$ cat src/rtl/operand_capture_e1.sv
// D/E1 operand capture: selects forwarded operands, interlocks on load-use hazards
// that forwarding cannot yet cover, and counts stall cycles with saturation.
module operand_capture_e1 #(
  parameter int XLEN = 32,
  parameter int CNTW = 32
) (
  input  logic            clk,
  input  logic            rst,
  input  logic            valid_D,
  input  logic [4:0]      Rs1_D,
  input  logic [4:0]      Rs2_D,
  input  logic [XLEN-1:0] RD1_D,
  input  logic [XLEN-1:0] RD2_D,
  input  logic [1:0]      ForwardA_E1,
  input  logic [1:0]      ForwardB_E1,
  input  logic [XLEN-1:0] ALUResultE2,
  input  logic [XLEN-1:0] ALUResultM,
  input  logic [XLEN-1:0] ResultW,
  input  logic            MemReadE2,
  input  logic            MemReadM,
  input  logic            FlushE1,
  output logic [XLEN-1:0] SrcA_E1,
  output logic [XLEN-1:0] SrcB_E1,
  output logic [4:0]      Rs1_E1,
  output logic [4:0]      Rs2_E1,
  output logic            valid_E1,
  output logic            StallD,
  output logic            interlock,
  output logic [CNTW-1:0] stall_cnt
);

  typedef enum logic {RUN, INTERLOCK} state_t;

  state_t          state_p1, state_nxt_p0;
  logic [XLEN-1:0] src_a_p0, src_b_p0;
  logic            haz_p0;

  function automatic logic [XLEN-1:0] sel_operand(
    input logic [1:0]      sel,
    input logic [XLEN-1:0] rf,
    input logic [XLEN-1:0] w,
    input logic [XLEN-1:0] m,
    input logic [XLEN-1:0] e2
  );
    case (sel)
      2'b01:   return w;
      2'b10:   return m;
      2'b11:   return e2;
      default: return rf;
    endcase
  endfunction

  function automatic logic [CNTW-1:0] sat_inc(input logic [CNTW-1:0] c);
    return (&c) ? c : c + CNTW'(1);
  endfunction

  // A forward from a load still in E2 or M carries no data yet
  function automatic logic load_pending(input logic [1:0] sel,
                                        input logic mr_e2, input logic mr_m);
    return ((sel == 2'b11) && mr_e2) || ((sel == 2'b10) && mr_m);
  endfunction

  // Stage D: operand select and hazard detection
  always_comb begin
    src_a_p0 = sel_operand(ForwardA_E1, RD1_D, ResultW, ALUResultM, ALUResultE2);
    src_b_p0 = sel_operand(ForwardB_E1, RD2_D, ResultW, ALUResultM, ALUResultE2);
    haz_p0   = valid_D && !FlushE1 &&
               (load_pending(ForwardA_E1, MemReadE2, MemReadM) ||
                load_pending(ForwardB_E1, MemReadE2, MemReadM));
  end

  assign StallD = haz_p0 && rst;

  // Stage D/E1 boundary register
  always_ff @(posedge clk) begin
    if (!rst) begin
      SrcA_E1   <= '0;
      SrcB_E1   <= '0;
      Rs1_E1    <= '0;
      Rs2_E1    <= '0;
      valid_E1  <= 1'b0;
      stall_cnt <= '0;
    end else if (haz_p0) begin
      valid_E1  <= 1'b0;
      stall_cnt <= sat_inc(stall_cnt);
    end else begin
      SrcA_E1   <= src_a_p0;
      SrcB_E1   <= src_b_p0;
      Rs1_E1    <= Rs1_D;
      Rs2_E1    <= Rs2_D;
      valid_E1  <= valid_D && !FlushE1;
    end
  end

  always_ff @(posedge clk) begin
    if (!rst) state_p1 <= RUN;
    else      state_p1 <= state_nxt_p0;
  end

  always_comb begin
    state_nxt_p0 = state_p1;
    case (state_p1)
      RUN:       if (haz_p0)  state_nxt_p0 = INTERLOCK;
      INTERLOCK: if (!haz_p0) state_nxt_p0 = RUN;
      default:   state_nxt_p0 = RUN;
    endcase
  end

  always_comb begin
    interlock = (state_p1 == INTERLOCK);
  end

endmodule

$ cat config.mk
export PLATFORM = sky130hd
export DESIGN_NAME = operand_capture_e1
export DESIGN_NICKNAME = d
export VERILOG_FILES = /design/src/rtl/operand_capture_e1.sv
export SDC_FILE = /design/constraint.sdc
export NUM_CORES = 1
export LEC_CHECK = 0
export CORE_ASPECT_RATIO = 0.5
export CORE_MARGIN = 2
export CORE_UTILIZATION = 44
export DETAILED_ROUTE_END_ITERATION = 7
export HOLD_SLACK_MARGIN = 0.08
export PLACE_DENSITY = 0.88
export SYNTH_ARGS = -nofsm -noshare
export SYNTH_HDL_FRONTEND = slang
export SYNTH_SLANG_ARGS = --single-unit
$ cat constraint.sdc
create_clock -name clk -period 3.41 [get_ports clk]
set_input_delay 0.341 -clock clk [delete_from_list [all_inputs] [get_ports clk]]
set_output_delay 0.341 -clock clk [all_outputs]
set_load 0.01 [all_outputs]
# Word level (Yosys, flattened, before mapping)
# Cells that the tools add are included.
# word_totals
regBits	108
inputBits	180
output_inout_bits	109
wordCells	33
# classes
n_addsub	1
eq_ne	6
muxes	3
n_bitwise	2
reduce_logical	14
# ops
operator	n
$pmux 32 s3	2
$add 32x1->32 const B	1
$reduce_and 32->1	1
$eq 2x2->1 const B	4
$logic_and 1x1->1	7
$eq 2x1->1 const B	2
$logic_or 1x1->1	3
$not 1->1	2
$reduce_and 2->1	1
$reduce_or 2->1	1
$logic_not 1->1	1
$mux 1	1

# Logic depth before layout (Yosys ltp)
# Gate-level depths: netlist of run 1.
# depth
word_depth	6
depth_mapped	8
depth_no_buf	6

# Least setup slack after synthesis of run 1
# No wires, ideal clock.
# synth_path
path_type	flip-flop to flip-flop
from	register stall_cnt[0]
to	register stall_cnt[28]
setup_time_ps	70
t_arrival_ps	2232
t_required_ps	3340
setup_slack_ps	1108
path_stages_with_launch	8
path_buffers	1
synth_period_minus_slack_ps	2302
path_cell_list	dfxtp_1 > ha_1 > nand3_1 > or2_0 > or4_4 > buf_6 > or4_1 > a21oi_1
# synth_via
elab_chain_len	3
elab_cells_between_ends	4
classes_between	add/sub: 1; bitwise: 1; reduce/logical: 2
# synth_lines
element	line_no	text
start, declared	29	output logic [CNTW-1:0] stall_cnt
start signal, assigned	85	stall_cnt <= sat_inc(stall_cnt);
parallel branches: the longest is 3 deep, another holds $add 32x1->32	-	
# Several ways; the timed one is not identified.
# A chain may end at the register's enable or synchronous reset.

# Worst setup path in the final report of run 1
# layout_path
from	input port MemReadE2
to	output port StallD
# layout_via
elab_chain_len	5
elab_cells_between_ends	7
classes_between	reduce/logical: 7
# layout_lines
element	line_no	text
start, declared	19	input logic MemReadE2,
$logic_and 1x1->1	60	return ((sel == 2'b11) && mr_e2) || ((sel == 2'b10) && mr_m);
$logic_or 1x1->1	60	
$logic_or 1x1->1 (*)	68	(load_pending(ForwardA_E1, MemReadE2, MemReadM) ||
$logic_and 1x1->1 (*)	67	haz_p0 = valid_D && !FlushE1 &&
$logic_and 1x1->1 (*)	72	assign StallD = haz_p0 && rst;
end, declared	27	output logic StallD,
# Every way passes the cells marked *; elsewhere a longest branch is shown, timed or not.

==> results of run 1 <==
area by class of cell:
class,count,share of cell area (%)
Multi-Input combinational cell,443,37.44
Timing Repair Buffer,297,32.74
Sequential cell,108,24.08
Clock buffer,9,2.508
Tap cell,170,2.369
Clock inverter,7,0.6967
Inverter,4,0.1672
stage by stage:
stage	utilization [%]	area, um^2
finish	70.71	8980
floorplan	-	5733
CTS	70.71	8980
global placement	68.44	8692
detailed placement	68.44	8692
global route	70.71	8980
state kept, by name, summed over array words and instances, names as in the netlist:
name and flops:
Rs1_E1 5, Rs2_E1 5, SrcA_E1 32, SrcB_E1 32, interlock 1, stall_cnt 32
valid_E1 1
worst min-delay path, delay by kind of cell, from the launching register on:
family | cells | cell delay, ns
AOI/OAI and AO/OA | 1 | 0.05
DFF | 1 | 0.31
and+or+nand+nor | 1 | 0.05
how the worst min path moves through the flow:
| stage | to | cells past startpoint | start |
|---|---|---|---|
| 3_3_place_gp | SrcA_E1[19] | 2 | SrcA_E1[19] |
| 6_report | SrcB_E1[5] | 2 | SrcB_E1[5] |
| 2_1_floorplan | valid_E1 | 1 | FlushE1 |
| 3_5_place_dp | SrcB_E1[1] | 2 | SrcB_E1[1] |
| 4_1_cts | SrcB_E1[20] | 2 | SrcB_E1[20] |
| 5_1_grt | SrcA_E1[24] | 2 | SrcA_E1[24] |
cell families (layout without fill, tap and decap cells):
kind of cell,Yosys count,after routing,synth area share (%)
multiplexers,70,70,26.19
flip-flops,108,108,37.71
buffers and inverters,56,317,3.907
AO/OA/AOI/OAI,124,124,11.70
adder cells (fa/ha/maj),1,1,0.2182
AND/OR/NAND/NOR,242,242,19.36
XOR/XNOR,6,6,0.9166
power groups by stage:
stage / clock [W] / sequential (W) / combinational, W
after CTS: 0.00102 / 0.00138 / 0.000788
after detailed placement: 0 / 0.00141 / 0.000786
after global routing: 0.00108 / 0.00139 / 0.000832
after global placement: 0 / 0.00140 / 0.000767
final: 0.000992 / 0.00138 / 0.000786
after floorplan: 0 / 0.00144 / 0.000297
metal layers:
metal,vias to the layer above,wire length [um]
li1,2745,-
met1,2801,7255
met2,244,9925
met3,64,1097
met4,0,841
met5,-,0
placed cells by master, fill, tap and decap left out, types with 6 or more instances in the layout:
cell             netlist  final
nand2_1              166    166
nor4_1                 7      7
nor2_1                 9      9
o31ai_1               12     12
mux2i_1                6      6
nand4_1               10     10
o21ai_0               10     10
or4_1                 11     11
mux4_2                64     64
buf_4                  1      9
clkdlybuf4s50_1        0    286
nand3_1                7      7
a21oi_1               95     95
dfxtp_1              108    108
clkbuf_16              0      9
or3_1                  9      9
==> impl_metrics.env, run 1 <==
export IMPL_slowest_stage="clkdlybuf4s50_1"
export IMPL_syn_cell_area_mm2=0.005733
export IMPL_initial_core_util_pct=45.14
export IMPL_maxSlewViolCount=0
export IMPL_ant_nets=0
export IMPL_netlist_instances=607
export IMPL_layout_min_cycle_time_ns=2.531
export IMPL_drc=0
export IMPL_r2r_end="stall_cnt[28]"
export IMPL_finalSetupTns_ns=0
export IMPL_viasPerCell=5.640
export IMPL_clock_sinks=108
export IMPL_clockBufferDepth=2
export IMPL_slowest_delay_ns=0.52
export IMPL_timing_hold_ws_ns=0.4542
export IMPL_stdcell_count=1038
export IMPL_comb_power_share_pct=24.9
export IMPL_yosys_cell_count_top_type="nand2_1"
export IMPL_p_seq_share_pct=43.7
export IMPL_grt_max_degree=103
export IMPL_cts_hold_buf=0
export IMPL_synth_warnings=0
export IMPL_ys_flop_type="dfxtp_1"
export IMPL_die_h_um=84.72
export IMPL_ys_ff_latch=108
export IMPL_antenna_cells=0
export IMPL_synth_edff_count=0
export IMPL_area_growth_pct=56.63
export IMPL_critPathLaunch="MemReadE2"
export IMPL_portBuffers=288
export IMPL_yosysTopAreaCell="dfxtp_1"
export IMPL_worst_path_stages=5
export IMPL_grt_use_met2_pct=49.09
export IMPL_cts_made_buffers=9
export IMPL_cp_top_family="buffers and inverters"
export IMPL_top_level_ports=289
export IMPL_initialDrtViolationCount=461
export IMPL_cp_common_cell="clkdlybuf4s50_1"
export IMPL_fin_nets=1044
export IMPL_p_int_w=0.002326
export IMPL_async_flop_share_pct=0
export IMPL_antenna_found_initial=0
export IMPL_busiest_layer="met2"
export IMPL_synth_commonest_cells="166 x nand2_1, 108 x dfxtp_1, 95 x a21oi_1, 64 x mux4_2, 36 x clkbuf_1"
export IMPL_dp_hpwl_um=14270
export IMPL_cts_tree="done"
export IMPL_dieArea_mm2=0.01401
export IMPL_status="finished clean"
export IMPL_power_density_mw_per_mm2=351.6
export IMPL_grt_use_met3_pct=6.670
export IMPL_drive_gt1_share_pct=11.41
export IMPL_rsz0062_at_grt="false"
export IMPL_clkPwrFrac_pct=31.4
export IMPL_cts_resized=0
export IMPL_worstPathCellList="clkdlybuf4s50_1, mux2i_1, o22a_2, nor2_1, clkdlybuf4s50_1"
export IMPL_dp_cells=1022
export IMPL_drt_total_wl_um=19120
export IMPL_setup_viol=0
export IMPL_drt_wirelength_per_cell_um=18.42
export IMPL_grt_pass1_wl_um=29900
export IMPL_syn_nets=788
export IMPL_peakVddDrop_uv=308.0
export IMPL_insertion_delay_ns=0.33
export IMPL_pre_cts_slack_ns=0.7249
export IMPL_worst_slew_pin_slew_ns=1.118
export IMPL_ff2ff_setup_slack_ns=0.96
export IMPL_worst_slack_ns=0.8785
export IMPL_seq_area_frac_synth_pct=37.71
export IMPL_p_sw_w=0.0008312
export IMPL_maxCapViolCount=0
export IMPL_use_met1_pct=31.18
export IMPL_synth_area_leaders="dfxtp_1 38%, mux4_2 25%, nand2_1 11%, a21oi_1 8.3%, clkbuf_1 2.4%"
export IMPL_leakagePower_nw=3.185
export IMPL_worst_setup_path_type="in -> out"
export IMPL_gp_congestion=0.8790
export IMPL_max_freq_ghz=0.3950
export IMPL_hold_viol=0
export IMPL_drt_pre_antenna_iters=4
export IMPL_grt_usage_pct=27.38
export IMPL_crit_end="StallD"
export IMPL_r2r_start="stall_cnt[0]"
export IMPL_hold_class="reg -> reg"
export IMPL_grt_pass1_vias=5956
export IMPL_ff2ff_path_depth=6
export IMPL_post_route_period_util_pct=74.24
export IMPL_arrival_ns=2.19
export IMPL_multiInputGateArea_mm2=0.003362
export IMPL_syn_avg_cell_area_um2=9.445
export IMPL_dieWidth_um=165.4
export IMPL_power_w=0.003157
export IMPL_fillers=962
export IMPL_yosysUniqueCellTypes=40
export IMPL_cp_end_kind="output pin"
export IMPL_cts_htree_levels=3
export IMPL_cts_root_buffer="clkbuf_16"
export IMPL_worst_setup_path_start_kind="primary input"
export IMPL_synth_top_cell_area_share_pct=37.71
export IMPL_netSwitchingFraction_pct=26.33
export IMPL_cp_buffers_inverters=2
export IMPL_clk_pin_slew_ns=0.08
export IMPL_fin_skew_ns=0.002218
export IMPL_register_area_mm2=0.002162
export IMPL_overflow=0
export IMPL_core_mm2=0.01270
export IMPL_slew_headroom_pct=25.50
export IMPL_cp_required_ns=3.07
export IMPL_num_vias=5854
export IMPL_rows=29
export IMPL_post_cts_buffers=0
export IMPL_path_max_fanout=12
(Power assumes the default switching activity.)
==> run 2, diff against run 1 <==
--- a/config.mk
+++ b/config.mk
@@ -7,10 +7,10 @@
 export LEC_CHECK = 0
 export CORE_ASPECT_RATIO = 0.5
 export CORE_MARGIN = 2
-export CORE_UTILIZATION = 44
+export CORE_UTILIZATION = 37
 export DETAILED_ROUTE_END_ITERATION = 7
 export HOLD_SLACK_MARGIN = 0.08
-export PLACE_DENSITY = 0.88
+export PLACE_DENSITY = 0.79
 export SYNTH_ARGS = -nofsm -noshare
 export SYNTH_HDL_FRONTEND = slang
 export SYNTH_SLANG_ARGS = --single-unit
==> constraint.sdc (replaced) <==
create_clock -name clk -period 2 [get_ports clk]
set_input_delay 0.2 -clock clk [delete_from_list [all_inputs] [get_ports clk]]
set_output_delay 0.2 -clock clk [all_outputs]
set_load 0.01 [all_outputs]
==> run 2 against run 1 <==
Compared with the run above:
- core utilization fell by 7.5 points
- cell count up 9.1%
- combinational power rose by 73%
- global-route usage fell by 3.6 points
- critical path depth up 1
- setup slack lost 1.1 ns
- clock skew rose by 0.0098 ns
- die area grew 18%
- sequential share of layout area decreased by 1.3 points
- highest routed layer is now met5
- largest cell class unchanged
- power rose by 74%
- the run now ends with setup timing left
- critical endpoint is now stall_cnt[28]
==> impl_metrics.env, run 2 (same netlist as run 1, synthesis figures left out) <==
export IMPL_worst_slack_ns=-0.1875
export IMPL_cts_hold_buf=0
export IMPL_portBuffers=288
export IMPL_top_level_ports=289
export IMPL_drt_wirelength_per_cell_um=18.26
export IMPL_drc=0
export IMPL_slowest_delay_ns=0.51
export IMPL_clock_sinks=108
export IMPL_clk_pin_slew_ns=0.08
export IMPL_antenna_found_initial=1
export IMPL_fin_skew_ns=0.01199
export IMPL_hold_viol=0
export IMPL_drive_gt1_share_pct=20.26
export IMPL_violations="setup timing"
export IMPL_hold_class="in -> reg"
export IMPL_power_density_mw_per_mm2=569.4
export IMPL_final_area_mm2=0.009663
export IMPL_r2r_start="stall_cnt[14]"
export IMPL_max_freq_ghz=0.4571
export IMPL_post_route_period_util_pct=109.4
export IMPL_overflow=0
export IMPL_area_growth_pct=68.55
export IMPL_grt_max_degree=103
export IMPL_worst_setup_path_start_kind="register"
export IMPL_path_max_fanout=7
export IMPL_slew_headroom_pct=55.44
export IMPL_status="finished, violations left"
export IMPL_num_vias=6104
export IMPL_grt_pass1_wl_um=31180
export IMPL_worst_setup_path_type="reg -> reg"
export IMPL_worst_slew_pin_slew_ns=0.6684
export IMPL_rsz0062_at_grt="true"
export IMPL_initialDrtViolationCount=358
export IMPL_antenna_cells=0
export IMPL_power_w=0.005502
export IMPL_grt_usage_pct=23.77
export IMPL_core_mm2=0.01529
export IMPL_die_h_um=92.02
export IMPL_drt_total_wl_um=20670
export IMPL_dieArea_mm2=0.01657
export IMPL_viasPerCell=5.392
export IMPL_cp_end_kind="register"
export IMPL_rows=32
export IMPL_dp_hpwl_um=15220
export IMPL_arrival_ns=2.45
export IMPL_worstPathCellList="nand4_1, or3_4, buf_6, or4_4, or4_4, a21oi_2"
export IMPL_insertion_delay_ns=0.34
export IMPL_placed_cell_area_mm2=0.009235
export IMPL_layout_common_cells="282 x clkdlybuf4s50_1, 166 x nand2_1, 93 x dfxtp_1"
export IMPL_cts_made_buffers=9
export IMPL_gp_congestion=0.8090
export IMPL_cp_common_cell="or4_4"
export IMPL_critPathLaunch="stall_cnt[14]"
export IMPL_dieWidth_um=180.0
export IMPL_clockBufferDepth=2
export IMPL_slowest_stage="or4_4"
export IMPL_cts_tree="done"
export IMPL_drt_pre_antenna_iters=7
export IMPL_layout_min_cycle_time_ns=2.188
export IMPL_hold_start="FlushE1"
export IMPL_fin_nets=1104
export IMPL_reg_top3="SrcA_E1 (32), SrcB_E1 (32), stall_cnt (32)"
export IMPL_initial_core_util_pct=37.48
export IMPL_peakVddDrop_uv=434.3
export IMPL_maxCapViolCount=0
export IMPL_leakagePower_nw=3.560
export IMPL_grt_pass1_vias=6003
export IMPL_cp_required_ns=2.27
export IMPL_maxSlewViolCount=0
export IMPL_cts_htree_levels=3
export IMPL_final_common_cell="clkdlybuf4s50_1"
export IMPL_ant_nets=0
export IMPL_timing_hold_ws_ns=0.1326
export IMPL_setup_viol=6
export IMPL_cts_root_buffer="clkbuf_16"
[run 2: cell types whose count changed in the layout (fill, tap and decap cells not counted), moves of 3 or more]
cell,change
buf_4,+52
dlymetal6s2s_1,+3
clkdlybuf4s50_1,-4
buf_6,+4
dfxtp_4,+9
dfxtp_1,-15
a21oi_1,-4
o31ai_1,-4
o31ai_2,+3
dfxtp_2,+6
a21oi_2,+4
[run 2: path summary, 6_finish.rpt]
| path | end | slack (ns) | cells after the start |
|---|---|---|---|
| max | stall_cnt[28] | -0.19 | 6 |
| max reg2reg | stall_cnt[28] | -0.19 | 6 |
| min reg2reg | SrcA_E1[24] | 0.45 | 2 |
| min | valid_E1 | 0.13 | 2 |
[run 2: layout make-up]
type,instances,area [um^2]
fillers,1265,5632
inverters,4,15.01
well taps,204,255.2
multi-input cells,443,3457
clock buffers,9,225.2
clock inverters,7,75.07
repair buffers,357,3432
flip-flops and latches,108,2203
[run 2: worst max-delay path: cells and delay by family (launching register included)]
family | cells | cell delay (ns)
buffers and inverters | 1 | 0.13
AO/OA/AOI/OAI | 1 | 0.13
AND/OR/NAND/NOR | 4 | 1.49
flip-flops | 1 | 0.35
[run 2: power by group]
part / switching [W] / total [W] / internal, W
combinational: 0.000531 / 0.00136 / 0.000834
sequential: 0.0000706 / 0.00234 / 0.00227
clock: 0.000815 / 0.00179 / 0.000980
[run 2: per-layer routing]
metal,routed length [um],global-route usage (%)
met1,8201,27.75
met2,10750,43.68
met3,1180,5.322
met4,526,7.728
met5,13,0
[run 2: per-stage QoR]
stage,utilization [%],instances,setup slack [ns],TNS [ns]
finish,63.18,1132,-0.1875,-0.7314
global placement,60.38,1109,-0.3640,-25.44
CTS,62.69,1127,-0.1797,-0.9355
detailed placement,60.38,1109,-0.4311,-34.80
floorplan,-,607,-0.1021,-0.5021
global route,63.18,1132,-0.2546,-1.866
[run 2: timing repair]
item / 4_1_cts / 5_1_grt
setup buffers: 2 / 3
endpoints found under the setup margin: 56 / 26
gates cloned: 0 / 2
gates resized for setup: 11 / 12
pin swaps: 3 / 6
==> run 3, diff against run 2 <==
--- a/config.mk
+++ b/config.mk
@@ -9,6 +9,7 @@
 export CORE_MARGIN = 2
 export CORE_UTILIZATION = 37
 export DETAILED_ROUTE_END_ITERATION = 7
+export GPL_TIMING_DRIVEN = 0
 export HOLD_SLACK_MARGIN = 0.08
 export PLACE_DENSITY = 0.79
 export SYNTH_ARGS = -nofsm -noshare
==> run 3 against run 2 <==
Compared with the run above:
- the flow still finishes with violations (setup timing)
- first-iteration DRC count up 25%
- wire length grew 5.5%
- combinational power increased by 4%
- clock power increased by 7%
- count of clock-buffer cells in the layout is 1 higher
- worst hold slack improved by 0.090 ns
- maximum frequency rose by 2.0%
- power increased by 3.0%
- die area is the same
- critical endpoint unchanged
- largest cell class unchanged
- largest power group unchanged
- highest routed layer is now met4
==> impl_metrics.env, run 3 (same netlist as run 1, synthesis figures left out) <==
export IMPL_peakVddDrop_uv=492.2
export IMPL_drt_pre_antenna_iters=4
export IMPL_insertion_delay_ns=0.34
export IMPL_violations="setup timing"
export IMPL_fin_nets=1120
export IMPL_dp_hpwl_um=16530
export IMPL_layout_common_cells="279 x clkdlybuf4s50_1, 166 x nand2_1, 93 x a21oi_1"
export IMPL_antenna_found_initial=0
export IMPL_initialDrtViolationCount=448
export IMPL_grt_max_degree=18
export IMPL_antenna_cells=0
export IMPL_area_growth_pct=69.47
export IMPL_worst_setup_path_start_kind="register"
export IMPL_layout_min_cycle_time_ns=2.145
export IMPL_viasPerCell=5.427
export IMPL_power_density_mw_per_mm2=583.2
export IMPL_status="finished, violations left"
export IMPL_die_h_um=92.02
export IMPL_slowest_stage="or4_4"
export IMPL_cts_made_buffers=9
export IMPL_cts_htree_levels=3
export IMPL_overflow=0
export IMPL_grt_pass1_wl_um=33130
export IMPL_maxCapViolCount=0
export IMPL_fin_util_pct=63.52
export IMPL_leakagePower_nw=3.533
export IMPL_ant_nets=0
export IMPL_core_mm2=0.01529
export IMPL_num_vias=6230
export IMPL_cts_root_buffer="clkbuf_16"
export IMPL_drt_total_wl_um=21810
export IMPL_hold_viol=0
export IMPL_max_freq_ghz=0.4663
export IMPL_path_max_fanout=8
export IMPL_cp_end_kind="register"
export IMPL_post_route_period_util_pct=107.2
export IMPL_grt_usage_pct=25.39
export IMPL_setup_viol=5
export IMPL_timing_hold_ws_ns=0.2225
export IMPL_hold_class="in -> reg"
export IMPL_drc=0
export IMPL_final_common_cell="clkdlybuf4s50_1"
export IMPL_worst_slack_ns=-0.1447
export IMPL_cp_common_cell="or4_4"
export IMPL_gp_congestion=0.8754
export IMPL_portBuffers=284
export IMPL_rows=32
export IMPL_maxSlewViolCount=0
export IMPL_drive_gt1_share_pct=19.60
export IMPL_cts_tree="done"
export IMPL_grt_pass1_vias=6204
export IMPL_cp_required_ns=2.28
export IMPL_slew_headroom_pct=37.93
export IMPL_power_w=0.005666
export IMPL_clk_pin_slew_ns=0.08
export IMPL_drt_wirelength_per_cell_um=19.00
export IMPL_reg_top3="SrcA_E1 (32), SrcB_E1 (32), stall_cnt (32)"
export IMPL_arrival_ns=2.42
export IMPL_worst_setup_path_type="reg -> reg"
export IMPL_final_area_mm2=0.009716
export IMPL_cts_hold_buf=0
export IMPL_dieArea_mm2=0.01657
export IMPL_fin_skew_ns=0.008690
export IMPL_finalSetupTns_ns=-0.4954
export IMPL_initial_core_util_pct=37.48
export IMPL_worst_slew_pin_slew_ns=0.9311
export IMPL_top_level_ports=289
export IMPL_slowest_delay_ns=0.49
export IMPL_clockBufferDepth=2
export IMPL_dieWidth_um=180.0
export IMPL_worstPathCellList="nand4_1, or3_4, or4_4, buf_6, or4_4, a21oi_2"
export IMPL_rsz0062_at_grt="true"
export IMPL_placed_cell_area_mm2=0.008910
export IMPL_clock_sinks=108
## run 3: cell types whose count changed in the layout (fill, tap and decap cells not counted), sizes merged, moves of 2 or more
cell           previous run  this run
buf                      71        55
clkbuf                    9        44
clkdlybuf4s50           282       279
clkinv                    3         1
dlygate4sd2               1         3
## run 3: path summary, 6_finish.rpt
kind | start | to | slack, ns | cells after the start
worst max-delay path | stall_cnt[15] | stall_cnt[28] | -0.14 | 6
worst min-delay path | FlushE1 | valid_E1 | 0.22 | 2
worst max register to register | stall_cnt[15] | stall_cnt[28] | -0.14 | 6
worst min register to register | SrcA_E1[1] | SrcA_E1[1] | 0.45 | 2
## run 3: where the power goes
group,internal [W],leakage (nW),switching (W)
Sequential,0.00227,0.907,0.0000699
Clock,0.00110,0.147,0.000821
Combinational,0.000845,2.48,0.000564
## run 3: metal layers
layer	wire (um)	up-vias	GRT usage [%]
li1	-	2903	-
met1	8906	3036	30.88
met2	11150	242	44.86
met3	1167	49	5.560
met4	587	0	8.871
met5	0	-	0
## run 3: layout make-up
type / count / area (um^2)
Multi-Input combinational cell: 443 / 3505
Timing Repair Buffer: 322 / 3151
Fill cell: 1268 / 5579
Clock inverter: 6 / 87.58
Clock buffer: 10 / 229.0
Tap cell: 204 / 255.2
Buffer: 51 / 245.2
Sequential cell: 108 / 2228
Inverter: 4 / 15.01
## run 3: metrics by stage
step	cells	worst slack [ns]
floorplan	607	-0.1021
global route	1148	-0.1709
global placement	1095	-0.7757
finish	1148	-0.1447
detailed placement	1095	-0.7791
CTS	1139	-0.1361
## run 3: repair_timing
action,CTS,global route
pin swaps,10,9
gates cloned,0,1
endpoints found under the setup margin,77,61
resized for setup,32,39
buffers inserted,29,9
## run 3: critical path, delay by kind of cell, from the launching register on
kind                   cells  cell delay (ns)
and+or+nand+nor            4             1.45
DFF                        1             0.34
AOI/OAI and AO/OA          1             0.13
buffers and inverters      1             0.15
